<file path="src/rtl/wb_stage.sv">
// Write-back stage: registers ALU results and load data for the register-file write port,
// waiting on the data-memory handshake for loads. Writes to r15 are never committed.
module wb_stage #(
  parameter int unsigned MEM_TIMEOUT = 16,
  parameter int unsigned CNT_W       = 5
) (
  input  logic        clk,
  input  logic        rst,
  input  logic        mem_valid,
  input  logic        mem_wb_en,
  input  logic        mem_r_en,
  input  logic [3:0]  mem_dest,
  input  logic [31:0] mem_alu_res,
  input  logic [31:0] dmem_rdata,
  input  logic        dmem_ready,
  output logic [31:0] WB_Value,
  output logic [3:0]  WB_Dest,
  output logic        WB_EN,
  output logic        stall_req,
  output logic        mem_err
);

  typedef enum logic {S_IDLE, S_WAIT} state_t;

  localparam logic [CNT_W-1:0] TIMEOUT_CNT = CNT_W'(MEM_TIMEOUT);
  localparam logic [3:0]       R15         = 4'hF;

  state_t           state_q;
  logic [CNT_W-1:0] cnt_q;
  logic [3:0]       lat_dest_q;
  logic             lat_wb_en_q;
  logic [31:0]      wb_value_q;
  logic [3:0]       wb_dest_q;
  logic             wb_en_q;
  logic             mem_err_q;
  logic             load_miss;

  assign load_miss = (state_q == S_IDLE) & mem_valid & mem_r_en & ~dmem_ready;
  assign stall_req = (state_q == S_WAIT) | load_miss;

  assign WB_Value = wb_value_q;
  assign WB_Dest  = wb_dest_q;
  assign WB_EN    = wb_en_q;
  assign mem_err  = mem_err_q;

  always_ff @(posedge clk) begin
    if (!rst) begin
      state_q     <= S_IDLE;
      cnt_q       <= '0;
      lat_dest_q  <= '0;
      lat_wb_en_q <= 1'b0;
      wb_value_q  <= '0;
      wb_dest_q   <= '0;
      wb_en_q     <= 1'b0;
      mem_err_q   <= 1'b0;
    end else begin
      case (state_q)
        S_IDLE: begin
          wb_en_q <= 1'b0;
          if (mem_valid) begin
            if (mem_r_en && !dmem_ready) begin
              // Load missed: hold dest/enable until the memory answers.
              lat_dest_q  <= mem_dest;
              lat_wb_en_q <= mem_wb_en;
              cnt_q       <= CNT_W'(1);
              state_q     <= S_WAIT;
            end else begin
              wb_value_q <= mem_r_en ? dmem_rdata : mem_alu_res;
              wb_dest_q  <= mem_dest;
              wb_en_q    <= mem_wb_en & (mem_dest != R15);
            end
          end
        end
        S_WAIT: begin
          wb_en_q <= 1'b0;
          if (dmem_ready) begin
            wb_value_q <= dmem_rdata;
            wb_dest_q  <= lat_dest_q;
            wb_en_q    <= lat_wb_en_q & (lat_dest_q != R15);
            cnt_q      <= '0;
            state_q    <= S_IDLE;
          end else if (cnt_q >= TIMEOUT_CNT) begin
            mem_err_q <= 1'b1;
            cnt_q     <= '0;
            state_q   <= S_IDLE;
          end else begin
            cnt_q <= cnt_q + 1'b1;
          end
        end
        default: state_q <= S_IDLE;
      endcase
    end
  end

endmodule

</file>
<file path="config.mk">
export PLATFORM = sky130hd
export DESIGN_NAME = wb_stage
export DESIGN_NICKNAME = d
export VERILOG_FILES = /design/src/rtl/wb_stage.sv
export SDC_FILE = /design/constraint.sdc
export NUM_CORES = 1
export LEC_CHECK = 0
export ABC_CLOCK_PERIOD_IN_PS = 2200
export CORE_ASPECT_RATIO = 0.9
export CORE_UTILIZATION = 30
export CTS_CLUSTER_SIZE = 12
export DETAILED_ROUTE_END_ITERATION = 6
export PLACE_DENSITY_LB_ADDON = 0.12
export SLEW_MARGIN = 20
export SYNTH_ARGS = -nofsm -noshare
export SYNTH_HDL_FRONTEND = slang
export SYNTH_SLANG_ARGS = --single-unit
</file>
<file path="constraint.sdc">
create_clock -name clk -period 2.2 [get_ports clk]
set_input_delay 0.22 -clock clk [delete_from_list [all_inputs] [get_ports clk]]
set_output_delay 0.22 -clock clk [all_outputs]
set_load 0.02 [all_outputs]
</file>
==> results of run 1 <==
## state kept, by name (all words and copies together), names as in the netlist
signal / flops
WB_Value: 32
cnt_q: 5
WB_Dest: 4
lat_dest_q: 4
WB_EN: 1
lat_wb_en_q: 1
mem_err: 1
state_q: 1
## final cells by class
type                            instances  area (um2)  area share (%)
Timing Repair Buffer                  120        1210            32.4
Inverter                                5        18.8           0.505
Multi-Input combinational cell        185        1310            35.2
Tap cell                               96         120            3.23
Sequential cell                        49         982            26.4
Clock buffer                            6        72.6            1.95
Clock inverter                          2        10.0           0.269
## worst max-delay path, cell delays in order (launching register included)
cell and delay, ns:
dfxtp_2 0.56, or2_1 0.17, and2_2 0.81, a311oi_2 0.23
## per-stage QoR
stage	utilization, %	power [mW]	hold WS (ns)	instance area, um2
6_report	48.1	2.14	0.486	3720
5_1_grt	48.1	2.25	0.508	3720
4_1_cts	48.1	2.17	0.489	3720
3_5_place_dp	47.0	1.65	0.480	3640
3_3_place_gp	47.0	1.64	0.466	3640
2_1_floorplan	-	1.34	0.367	2450
## metal layers
layer / GRT usage, % / part of all wire [%] / vias to the layer above
met4: 4.55 / 1.4 / 0
met2: 31.0 / 47 / 91
li1: - / - / 1193
met1: 21.8 / 45 / 1120
met5: 0 / 0 / -
met3: 3.91 / 6.8 / 6
## synth_stat cells (4+ instances only)
cell type	n
a211oi_2	4
a21oi_1	41
a311oi_1	8
a311oi_2	26
buf_6	6
clkbuf_1	21
dfxtp_1	49
inv_1	5
mux2i_1	9
nand2_1	34
nor2_1	10
o21ai_0	32
## final timing paths
| check | startpoint | to | slack, ns | cells after the start |
|---|---|---|---|---|
| min | lat_wb_en_q | WB_EN | 0.49 | 2 |
| min reg2reg | lat_wb_en_q | WB_EN | 0.49 | 2 |
| max reg2reg | state_q | WB_Value[26] | 0.21 | 3 |
| max | state_q | WB_Value[26] | 0.21 | 3 |
## power by group
group	internal [mW]	switching, mW	total, mW
clock	0.221	0.297	0.518
combinational	0.325	0.306	0.630
sequential	0.952	0.0401	0.992
total	1.50	0.642	2.14
## cells by family (layout without fill, tap and decap cells)
family                     after synthesis  in the layout  share of synthesized area (%)
muxes                                    9              9                           3.67
adders and majority gates                2              2                           1.02
and+or+nand+nor                         58             58                           10.8
buffers and inverters                   34            133                           7.14
DFF                                     49             49                           40.0
AOI/OAI and AO/OA                      116            116                           37.5
==> metrics, run 1 <==
CTS clk-pin slew, worst paths 0.09 ns; global route overflow 0; fin crit period 1.99 ns; critical-path maximum fanout 36; final net count 442; Final Hold Viols 0; WL final roughly 7.5 mm; yosys warns 0; mean area per synthesized cell 9.16 um2; # fillers approximately 750; Max clock buf depth 2; Starting Density between 30% and 40%; pin count of the biggest net entering global routing 38; Slew Limit Fails 0; PortBufs approximately 110; Final Non-Filler Cells approximately 460; Layout area overhead 51.5%; post_cts resized 0; synth unique cells 28; CTS tree done; Data required, critical path 2.31 ns; H-tree Lvls 2; vias 2410; predominant post-synthesis flop cell dfxtp_1; MaxCap Viol Count 0; VDD IR max around 0.00025 V; share of cells above drive strength 1 13.9%; routed len/inst 16.3 um; DR vias/cell between 5 and 6; Seq cells post-synth 49; 1st-pass router iterations 4; Core Region 7730 um2; setup TNS 0 ns; Detail Route Antenna Nets 0; Worst Path Arrival 2.09 ns; synth top area cells dfxtp_1 40%, a311oi_2 16%, a21oi_1 8.4%; vias in the first global route 2421; sequential fraction of the synthesis area approximately 40%; f_max 0.504 GHz; top cell type's share of synthesized area about 40%; Least-Margin Pin Slew 1.03 ns; crit end category register; total track usage between 15 and 20%; Max-slew headroom 31.4%; Post-Place Cells 455; CTS Sinks 49; Die W just under 100 um; initial antenna violation count 0; ANT cells 0; Power Density 575 nW/um2; pre-CTS WS 0.0195 ns; placed wire-length estimate 4.79 mm; DIE AREA 8550 um2; fin crit share 90.3%; ys async rst share 0%; first-pass GRT wire length ~12 mm; startpoint types register; RSZ-0062 raised after global routing false; Post-Synthesis Cells 268; Hold Crit Class register to register; number of I/O pins 113; DRC 0; Mapped Nets 344; GPL Wtd Cong 0.745; CTS buffer count 5; most common cell after layout, fill and taps aside clkdlybuf4s50_1; Vert. Die Dim 87.8 um; Final setup viols 0; cell area after synthesis 2450 um2; num rows 30; worst-skew pair later-pin latency 0.29 ns; WS Path Type register to register; most frequent cells in the layout 112 x clkdlybuf4s50_1, 48 x dfxtp_1, 41 x a21oi_1, 34 x nand2_1, 32 x o21ai_0; DR iter-0 viols 76; outcome completed; Clock Tree Root clkbuf_8; P_leak 1.25 nW; post-route worst setup slack 0.214 ns; postcts setup bufs 0; number of synthesized flops with an enable pin 0; area leader, netlist dfxtp_1; Worst Clk Skew 0.00548 ns; # hold bufs at CTS 0
No activity file was read; power rests on OpenSTA's default activity.
==> inputs of run 2 (changes only) <==
--- a/config.mk
+++ b/config.mk
@@ -10,6 +10,7 @@
 export CORE_UTILIZATION = 30
 export CTS_CLUSTER_SIZE = 12
 export DETAILED_ROUTE_END_ITERATION = 6
+export GPL_ROUTABILITY_DRIVEN = 0
 export PLACE_DENSITY_LB_ADDON = 0.12
 export SLEW_MARGIN = 20
 export SYNTH_ARGS = -nofsm -noshare
==> results of run 2 <==
No change in the layout: final DEF, timing and power equal those of run 1.
